<file path="src/rtl/ring_counter_monitor.sv">
// Decoder and legality checker for a right-rotating one-hot ring counter.
// Define RING_MON_AUTORESYNC_EN to let FAULT re-lock on the next valid code without clr_err.
module ring_counter_monitor #(
    parameter int WIDTH = 4,
    parameter int REV_W = 8
) (
    input  logic                     clk,
    input  logic                     rst,
    input  logic [WIDTH-1:0]         q_in,
    input  logic                     clr_err,
    output logic [$clog2(WIDTH)-1:0] idx,
    output logic                     valid,
    output logic                     locked,
    output logic                     err,
    output logic [REV_W-1:0]         err_cnt,
    output logic                     rev_tick,
    output logic [REV_W-1:0]         rev_cnt
);
    localparam int IW = $clog2(WIDTH);

    typedef enum logic [1:0] {HUNT, TRACK, FAULT} state_t;

    state_t           state;
    logic [WIDTH-1:0] prev;
    logic [WIDTH-1:0] exp_code;
    logic             onehot;
    logic [IW-1:0]    pos;
    logic [REV_W-1:0] err_base;
    logic [REV_W-1:0] err_next;

    assign exp_code = {prev[0], prev[WIDTH-1:1]};
    assign onehot   = (q_in != '0) && ((q_in & (q_in - WIDTH'(1))) == '0);

    always_comb begin
        pos = '0;
        for (int i = 0; i < WIDTH; i++) begin
            if (q_in[i]) pos = IW'(i);
        end
    end

    // A clear in the same cycle as a mismatch restarts the count, so the mismatch leaves it at 1.
    assign err_base = clr_err ? '0 : err_cnt;
    assign err_next = (err_base == '1) ? err_base : err_base + REV_W'(1);

    always_ff @(posedge clk or posedge rst) begin
        if (rst) begin
            state    <= HUNT;
            prev     <= '0;
            idx      <= '0;
            valid    <= 1'b0;
            locked   <= 1'b0;
            err      <= 1'b0;
            err_cnt  <= '0;
            rev_tick <= 1'b0;
            rev_cnt  <= '0;
        end else begin
            valid    <= onehot;
            rev_tick <= 1'b0;
            if (onehot) idx <= pos;
            if (clr_err) begin
                err     <= 1'b0;
                err_cnt <= '0;
            end
            unique case (state)
                HUNT: begin
                    if (onehot) begin
                        prev   <= q_in;
                        state  <= TRACK;
                        locked <= 1'b1;
                    end
                end
                TRACK: begin
                    if (q_in == exp_code) begin
                        prev <= q_in;
                        // Leaving bit 0 for the top bit closes one full revolution.
                        if (prev[0]) begin
                            rev_tick <= 1'b1;
                            rev_cnt  <= rev_cnt + REV_W'(1);
                        end
                    end else begin
                        state   <= FAULT;
                        locked  <= 1'b0;
                        err     <= 1'b1;
                        err_cnt <= err_next;
                    end
                end
                FAULT: begin
                    if (clr_err) begin
                        state <= HUNT;
                    end
`ifdef RING_MON_AUTORESYNC_EN
                    else if (onehot) begin
                        prev   <= q_in;
                        state  <= TRACK;
                        locked <= 1'b1;
                    end
`endif
                end
                default: begin
                    state  <= HUNT;
                    locked <= 1'b0;
                end
            endcase
        end
    end
endmodule
</file>
<file path="config.mk">
export PLATFORM = sky130hd
export DESIGN_NAME = ring_counter_monitor
export DESIGN_NICKNAME = d
export VERILOG_FILES = /design/src/rtl/ring_counter_monitor.sv
export SDC_FILE = /design/constraint.sdc
export NUM_CORES = 1
export LEC_CHECK = 0
export CAP_MARGIN = 30
export CORE_UTILIZATION = 55
export CTS_CLUSTER_SIZE = 8
export DETAILED_ROUTE_END_ITERATION = 16
export PLACE_DENSITY = 0.84
export SKIP_LAST_GASP = 1
export SLEW_MARGIN = 20
export SYNTH_ARGS = -nofsm -noshare
export SYNTH_HDL_FRONTEND = slang
export SYNTH_SLANG_ARGS = --single-unit
</file>
<file path="constraint.sdc">
create_clock -name clk -period 5.3 [get_ports clk]
set_input_delay 0.795 -clock clk [delete_from_list [all_inputs] [get_ports clk]]
set_output_delay 0.795 -clock clk [all_outputs]
set_load 0.05 [all_outputs]
</file>
After elaboration in Yosys (flattened, before gate mapping)

Index checks and enable logic that the tools add are counted.

ROM bits: 0
Flip-flop bits (word level): 28
Logic and storage cells: 54
Output and inout bits: 22
Memories kept: 0
Bits in latches: 0
RAM bits: 0

Magnitude comparators: 0
Bitwise logic cells: 2
Mux-type cells: 23
Shift-type cells: 0
$mul: 0
Equality and inequality tests: 8
Div/mod/pow operators: 0
$add $sub $neg: 3
Reduce and logical (&&, ||, !) cells: 9

Operators by type and width:

| kind                  | count |
|---|---|
| $mux W8               | 4 |
| $add A8 B1 Y8 const B | 2 |
| $reduce_and A3 Y1     | 4 |
| $mux W2               | 5 |
| $mux W1               | 9 |
| $eq A8 B8 Y1 const B  | 1 |
| $mux W4               | 2 |
| $ne A2 B2 Y1 const B  | 4 |
| $pmux W4 S2           | 1 |
| $pmux W2 S3           | 1 |
| $and A4 B4 Y4         | 1 |
| $eq A4 B4 Y1          | 1 |
| $logic_not A4 Y1      | 1 |
| $reduce_bool A4 Y1    | 1 |
| $sub A4 B1 Y4 const B | 1 |
| $pmux W1 S3           | 1 |
| $eq A2 B1 Y1 const B  | 1 |
| $eq A2 B2 Y1 const B  | 1 |
| $logic_not A2 Y1      | 1 |
| $reduce_bool A2 Y1    | 1 |
| $logic_and A1 B1 Y1   | 1 |
| $not A1 Y1            | 1 |

Longest topological paths before layout

Depth in word-level cells: 6
Depth in mapped cells: 7

Worst setup path after synthesis

No wires, ideal clock.

Path kind: input to register
From: input clr_err
To: register err_cnt[1]
Required time: 5.175 ns
Setup time: 0.125 ns
Slack: 2.719 ns
Stages: 7
Arrival: 2.456 ns
Cells stage by stage: clkbuf_1 > nor2b_1 > ha_1 > nand3_1 > nor4_2 > and2b_4 > mux2_4

Longest elaborated chain between the ends: 5
Elaborated cells between the ends (all ways): 6
Classes of those cells: add/sub: 1; eq/ne: 1; mux: 4

Ends and longest elaborated chain:

| item                                          | RTL line | text |
|---|---|---|
| start, declared                               | 10       | `input logic clr_err,` |
| $mux W8 (*)                                   | 42, 60   |  |
| $add A8 B1 Y8 or $eq A8 B8 Y1 (tied branches) | 43       | `assign err_next = (err_base == '1) ? err_base : err_base + REV_W'(1);` |
| $mux W8                                       | 43       |  |
| $mux W8                                       | 73       | `if (q_in == exp_code) begin` |
| $mux W8 (*)                                   | 64       | `unique case (state)` |
| end signal, assigned                          | 84       | `err_cnt <= err_next;` |
| end, declared                                 | 15       | `output logic [REV_W-1:0] err_cnt,` |

Mark *: on every way between the ends. The rest lies on a longest branch, timed or not.
A chain may end at the register's enable or synchronous reset.

Worst setup path in the final report

Same ends and word-level chain as after synthesis.

==> impl_metrics.env <==
export IMPL_status="finished, final reports clean"
export IMPL_finClkSkew_ns=0.003892
export IMPL_final_core_util=0.7312
export IMPL_ant_nets=0
export IMPL_dieHeight_um=54.29
export IMPL_endpoint="err_cnt[1]$_DFF_PP0_"
export IMPL_route_vias_total=1088
export IMPL_power_density_cell_area_mw_per_mm2=371.3
export IMPL_post_cts_resized_instances=0
export IMPL_crit_chain="clkdlybuf4s50_1, nor2b_1, ha_1, nand3_1, nor4_2, and2b_4, mux2_4"
export IMPL_post_route_cells_drive_above_1_share=0.1125
export IMPL_htreeDepth=1
export IMPL_grt_start_max_net_pins=17
export IMPL_criticalPathCategory="in2reg"
export IMPL_synth_cell_type_count=44
export IMPL_syn_num_nets=141
export IMPL_die_width_um=54.29
export IMPL_clkSinkCount=28
export IMPL_setup_reg_to_reg_worst_slack_ns=3.08
export IMPL_worst_endpoint_required_ns=5.53
export IMPL_timing_critical_path_fanout_max=14
export IMPL_setup_slack_ns=2.333
export IMPL_global_route_usage_total=0.2234
export IMPL_timing_fmax_mhz=337.1
export IMPL_syn2layout_area_growth_pct=22.63
export IMPL_dpl_hpwl_mm=2.160
export IMPL_seq_area_frac_synth=0.4659
export IMPL_synthesis_instances=132
export IMPL_clockRootBuffer="sky130_fd_sc_hd__clkbuf_4"
export IMPL_number_of_synthesized_register_bits=28
export IMPL_critPathMaxStageDelay_ns=0.63
export IMPL_setup_violations_final=0
export IMPL_grt_pass1_wl_mm=4.567
export IMPL_ctsLongestPathBuffers=2
export IMPL_final_period_utilization=0.5597
export IMPL_design_final_nets=170
export IMPL_overflow=0
export IMPL_final_hold_slack_ns=0.4965
export IMPL_final_hold_violation_count=0
export IMPL_cts_buffers_inserted=3
export IMPL_detail_route_first_pass_iterations=4
export IMPL_timing_critical_path_from_type="input pin"
export IMPL_worst_max_slew_pin_slew_ns=0.5882
export IMPL_wl_per_cell_um=15.52
export IMPL_port_buffers=28
export IMPL_worstReg2RegEnd="err_cnt[1]$_DFF_PP0_"
export IMPL_synth_largest_type_area_fraction=0.4659
export IMPL_min_period_ns=2.967
export IMPL_synthDominantAreaCellType="sky130_fd_sc_hd__dfrtp_1"
export IMPL_r2r_cells=6
export IMPL_netlist_area_mm2=0.001504
export IMPL_post_cts_hold_buffer_count=0
export IMPL_ys_async_sr_fraction=1.000
export IMPL_setup_total_negative_slack_ns=0
export IMPL_hp_class="reg2reg"
export IMPL_wl_mm=2.949
export IMPL_cpMaxStageDelayCell="sky130_fd_sc_hd__clkdlybuf4s50_1"
export IMPL_postSynthAreaPerCell_um2=11.39
export IMPL_grt_setup_unrepaired="false"
export IMPL_globalplace_congestion=0.7879
export IMPL_post_place_ws_ns=1.987
export IMPL_cap_violations=0
export IMPL_power_static_leakage_nw=0.8187
export IMPL_slew_viol_final=0
export IMPL_cts_tree="done"
export IMPL_ir_drop_v=0.0002959
export IMPL_clk_pin_slew_worst_paths_ns=0.15
export IMPL_timing_critical_path_from="clr_err"
export IMPL_design_core_area_mm2=0.002522
export IMPL_initial_antenna_violation_count=0
export IMPL_floorplan_die_area_mm2=0.002947
export IMPL_floorplan_initialDensity=0.5962
export IMPL_viasPerCell=5.726
export IMPL_yosys_warnings=0
export IMPL_antennaDiodeCount=0
export IMPL_clk_latency_ns=0.32
export IMPL_n_fill_cell=186
export IMPL_post_cts_buffers=0
export IMPL_worst_setup_path_end_kind="flop"
export IMPL_synth_ff_type="sky130_fd_sc_hd__dfrtp_1"
export IMPL_drt_drc_violations_left=0
export IMPL_max_slew_margin_rel=0.6046
export IMPL_drt_first_iter_violations=22
export IMPL_vias_in_the_first_global_route=1018
export IMPL_top_level_ports=29
export IMPL_worst_endpoint_arrival_ns=3.20
export IMPL_number_of_synthesized_flops_with_an_enable_pin=0
export IMPL_crit_reg2reg_launch="err_cnt[0]$_DFF_PP0_"
export IMPL_floorplan_rows=18
export IMPL_synth_top_area_cells="sky130_fd_sc_hd__dfrtp_1 47%, sky130_fd_sc_hd__xor2_1 5.2%, sky130_fd_sc_hd__mux2_1 4.5%"
routing by layer:
metal,track usage,vias to the layer above,routed length (um)
li1,-,521,-
met1,0.2885,547,1345
met2,0.3740,18,1498
met3,0.04722,2,92
met4,0.06838,0,12
met5,0,-,0
cell usage in the layout (no fill, tap or decap), drive strengths merged, types with 2 or more instances in the layout:
cell	n
nand2	5
clkbuf	4
xnor2	5
nand3	7
nand4	3
clkdlybuf4s50	28
o22a	2
dfrtp	28
nand2b	3
xor2	9
nor2	6
o21ai	4
ha	2
nor3	7
nor2b	5
inv	7
nor4	2
o31ai	2
a211o	2
mux2	7
nor4b	2
a21oi	3
registers in the layout, summed over array words and instances, names as in the netlist, 2 cells and up:
name / count
idx: 2
rev_cnt: 8
state: 2
prev: 4
err_cnt: 8
worst max-delay path, delay by kind of cell:
family        cells  cell delay (ns)
mux               1             0.29
simple gates      4             1.26
fa+ha+maj         1             0.22
buf+inv           1             0.63
cells in the mapped netlist (2+ instances only):
| cell type | n |
|---|---|
| sky130_fd_sc_hd__a211o_1 | 2 |
| sky130_fd_sc_hd__a21oi_1 | 3 |
| sky130_fd_sc_hd__buf_2 | 2 |
| sky130_fd_sc_hd__buf_4 | 2 |
| sky130_fd_sc_hd__dfrtp_1 | 28 |
| sky130_fd_sc_hd__ha_1 | 2 |
| sky130_fd_sc_hd__inv_1 | 7 |
| sky130_fd_sc_hd__mux2_1 | 6 |
| sky130_fd_sc_hd__nand2_1 | 5 |
| sky130_fd_sc_hd__nand2b_1 | 3 |
| sky130_fd_sc_hd__nand3_1 | 7 |
| sky130_fd_sc_hd__nand4_1 | 2 |
| sky130_fd_sc_hd__nor2_1 | 5 |
| sky130_fd_sc_hd__nor2b_1 | 5 |
| sky130_fd_sc_hd__nor3_1 | 7 |
| sky130_fd_sc_hd__nor4_2 | 2 |
| sky130_fd_sc_hd__nor4b_1 | 2 |
| sky130_fd_sc_hd__o21ai_0 | 2 |
| sky130_fd_sc_hd__o21ai_1 | 2 |
| sky130_fd_sc_hd__o22a_1 | 2 |
| sky130_fd_sc_hd__o31ai_1 | 2 |
| sky130_fd_sc_hd__xnor2_2 | 4 |
| sky130_fd_sc_hd__xor2_1 | 9 |
how the worst min path moves through the flow:
stage / from / endpoint / slack [ns] / cells past startpoint
6_report: rev_cnt[7]$_DFFE_PP0P_ / rev_cnt[7]$_DFFE_PP0P_ / 0.50 / 1
4_1_cts: rev_cnt[7]$_DFFE_PP0P_ / rev_cnt[7]$_DFFE_PP0P_ / 0.50 / 1
3_5_place_dp: rev_cnt[7]$_DFFE_PP0P_ / rev_cnt[7]$_DFFE_PP0P_ / 0.48 / 1
2_1_floorplan: state[0]$_DFFE_PP0P_ / state[1]$_DFFE_PP0P_ / 0.49 / 1
3_3_place_gp: rev_cnt[7]$_DFFE_PP0P_ / rev_cnt[7]$_DFFE_PP0P_ / 0.46 / 1
5_1_grt: rev_cnt[7]$_DFFE_PP0P_ / rev_cnt[7]$_DFFE_PP0P_ / 0.51 / 1
power breakdown:
group / total (mW) / switching [mW] / internal [mW]
Clock: 0.104 / 0.0616 / 0.0420
Combinational: 0.278 / 0.170 / 0.109
Sequential: 0.303 / 0.0477 / 0.255
Total: 0.685 / 0.279 / 0.406
per-stage QoR:
stage	total power [mW]	cells	instance area, um^2
CTS	0.6894	190	1844
global route	0.7171	190	1844
global placement	0.5695	185	1793
finish	0.6848	190	1844
floorplan	0.5036	132	1504
detailed placement	0.5838	186	1808
logic make-up after synthesis:
family	synth area share
mux	0.06156
simple gates	0.2047
buf+inv	0.03660
xor+xnor	0.1015
compound gates	0.1132
fa+ha+maj	0.01664
flops	0.4659
layout make-up:
cell class | instances | area [um^2] | area share
Clock buffer | 4 | 36.28 | 0.01967
Inverter | 7 | 26.28 | 0.01425
Multi-Input combinational cell | 92 | 748.2 | 0.4057
Sequential cell | 28 | 700.7 | 0.3799
Tap cell | 30 | 37.54 | 0.02035
Timing Repair Buffer | 29 | 295.3 | 0.1601
Power figures use the tool's default switching activity.
==> RTL edit: new RTL, same settings <==
Put one more register stage on the output `err`, without a reset. The value now appears one clock later. The other outputs are not delayed to match.
--- a/src/rtl/ring_counter_monitor.sv
+++ b/src/rtl/ring_counter_monitor.sv
@@ -19,6 +19,8 @@
     localparam int IW = $clog2(WIDTH);
 
     typedef enum logic [1:0] {HUNT, TRACK, FAULT} state_t;
+
+    logic err_s0;
 
     state_t           state;
     logic [WIDTH-1:0] prev;
@@ -49,7 +51,7 @@
             idx      <= '0;
             valid    <= 1'b0;
             locked   <= 1'b0;
-            err      <= 1'b0;
+            err_s0   <= 1'b0;
             err_cnt  <= '0;
             rev_tick <= 1'b0;
             rev_cnt  <= '0;
@@ -58,7 +60,7 @@
             rev_tick <= 1'b0;
             if (onehot) idx <= pos;
             if (clr_err) begin
-                err     <= 1'b0;
+                err_s0  <= 1'b0;
                 err_cnt <= '0;
             end
             unique case (state)
@@ -80,7 +82,7 @@
                     end else begin
                         state   <= FAULT;
                         locked  <= 1'b0;
-                        err     <= 1'b1;
+                        err_s0  <= 1'b1;
                         err_cnt <= err_next;
                     end
                 end
@@ -103,4 +105,8 @@
             endcase
         end
     end
+    always_ff @(posedge clk) begin
+        err <= err_s0;
+    end
+
 endmodule
Check against the original RTL: not equivalent (a bounded check fails within 4 cycles, from zero or initial values and one cycle with rst high).
==> RTL edit against the original RTL <==
  * Sequential cell count increased by 1
  * Critical path depth stayed put
  * Total power rose by 8.6%
  * Setup slack got worse by 0.046 ns
  * Cell area rose by 2.9%
  * Clock power grew 50%
  * Wire length is 0.37% higher
  * Area after synthesis is 1.3% higher
==> RTL edit: results (changes against the original RTL) <==
Logic synthesis:
- The xor/xnor cell area share of the yosys netlist is 0.100 (-0.00133).
- The synthesized area divided by synthesized cell count is 11.5 sq um (+0.57%).
- The share of synthesized area occupied by flip-flops and latches is 0.473 (+0.00702).
- The complex-gate fraction of the synthesized area came to 0.112 (-0.00149).
- The post-synthesis cell type count is 45 (+2.3%).
- The async set or reset register ratio after synthesis is 0.966 (-0.0345).
- The number of nets produced by synthesis is 142 (+0.71%).
- The post-synthesis share of cell area spent on full adders, half adders and majority gates is 0.0164 (-0.000219).
- The mux share of post-synthesis cell area is 0.0608 (-0.000809).

Min path:
- The cell count of the worst hold path was 0 (-1).
- The source of the worst hold timing path is err_s0.
- For hold timing, the worst endpoint is err.

Power:
- The static leakage power was 0.847 nW (+3.5%).
- The power density of the placed cells is 392 nW/um^2 (+5.5%).
- The sequential share of power came to 0.419 (-0.023).
- The largest voltage drop on the vdd net is 0.356 mV (+20%).
- The total internal power was 0.452 mW (+11%).

Status:
- The run finished with clean final reports.

Final layout:
- The number of standard cells in the final layout excluding fillers was 195 (+2.6%).
- The final net count was 173 (+1.8%).
- The fraction of final layout cells with drive strength greater than 1 is 0.133 (+0.0208).
- The count of fill cells added during filler insertion is 165 (-11%).

Clock tree:
- The number of clock buffers inserted by TritonCTS is 5 (+2).
- The clock slew at the register clock pins of the worst setup and hold paths is 0.09 ns (-0.06 ns).
- The maximum level of the CTS H-tree was 2 (+1).

STA:
- The post-layout worst setup margin is 2.29 ns (-0.0461 ns).
- The headroom to the max-slew limit came to 0.611 (+0.00619).
- The worst setup skew after layout came to 0.00766 ns (+0.00377 ns).
- The smallest hold slack came to 0.383 ns (-0.114 ns).

Global route:
- The wire length of the first global-routing pass was 4.66 mm (+2.0%).
- The number of global-route vias before repair is 1050 (+3.1%).

Routing:
- The wire length on met2 came to 1.51 mm (+0.93%).
- The sum of met3 wire segment lengths after detailed routing is 129 microns (+40%).
- The number of vias per cell after detailed routing is 5.77 (+0.84%).

Setup path:
- The startpoint identified for the worst register-to-register timing path is err_cnt[1].
- The data arrival at the endpoint of the critical path is 3.24 ns (+0.04 ns).
- The worst reg-to-reg setup slack is 3.05 ns (-0.03 ns).

Place:
- The post-place instance area came to 1830 sq um (+1.1%).
- The number of instances in the placed design is 187 (+0.54%).
- The final weighted congestion in routability-driven placement is 0.746 (-5.4%).
- The total half-perimeter wirelength after legalization and detailed placement came to 2.12 mm (-2.0%).
RTL edit: changes by cell type in the layout (fill, tap and decap cells not counted):
cell and delta:
clkbuf_8 +1, clkinv_2 +1, clkbuf_4 +2, dfxtp_1 +1
RTL edit: final cells by class:
class                      count  area share
multi-input combinational     92       0.394
sequential                    29       0.380
timing repair buffer          29       0.156
clock buffer                   7      0.0343
tap                           30      0.0198
inverter                       7      0.0138
clock inverter                 1     0.00264
RTL edit: per-layer routing:
metal	up-vias	GRT usage
li1	532	-
met1	562	0.265
met2	28	0.384
met3	4	0.0833
met4	0	0.128
met5	-	0
RTL edit: critical path, cell delays in order:
cell	delay [ns]
clkdlybuf4s50_1	0.63
nor2b_1	0.31
ha_1	0.22
nand3_1	0.15
nor4_2	0.57
and2b_4	0.28
mux2_4	0.29
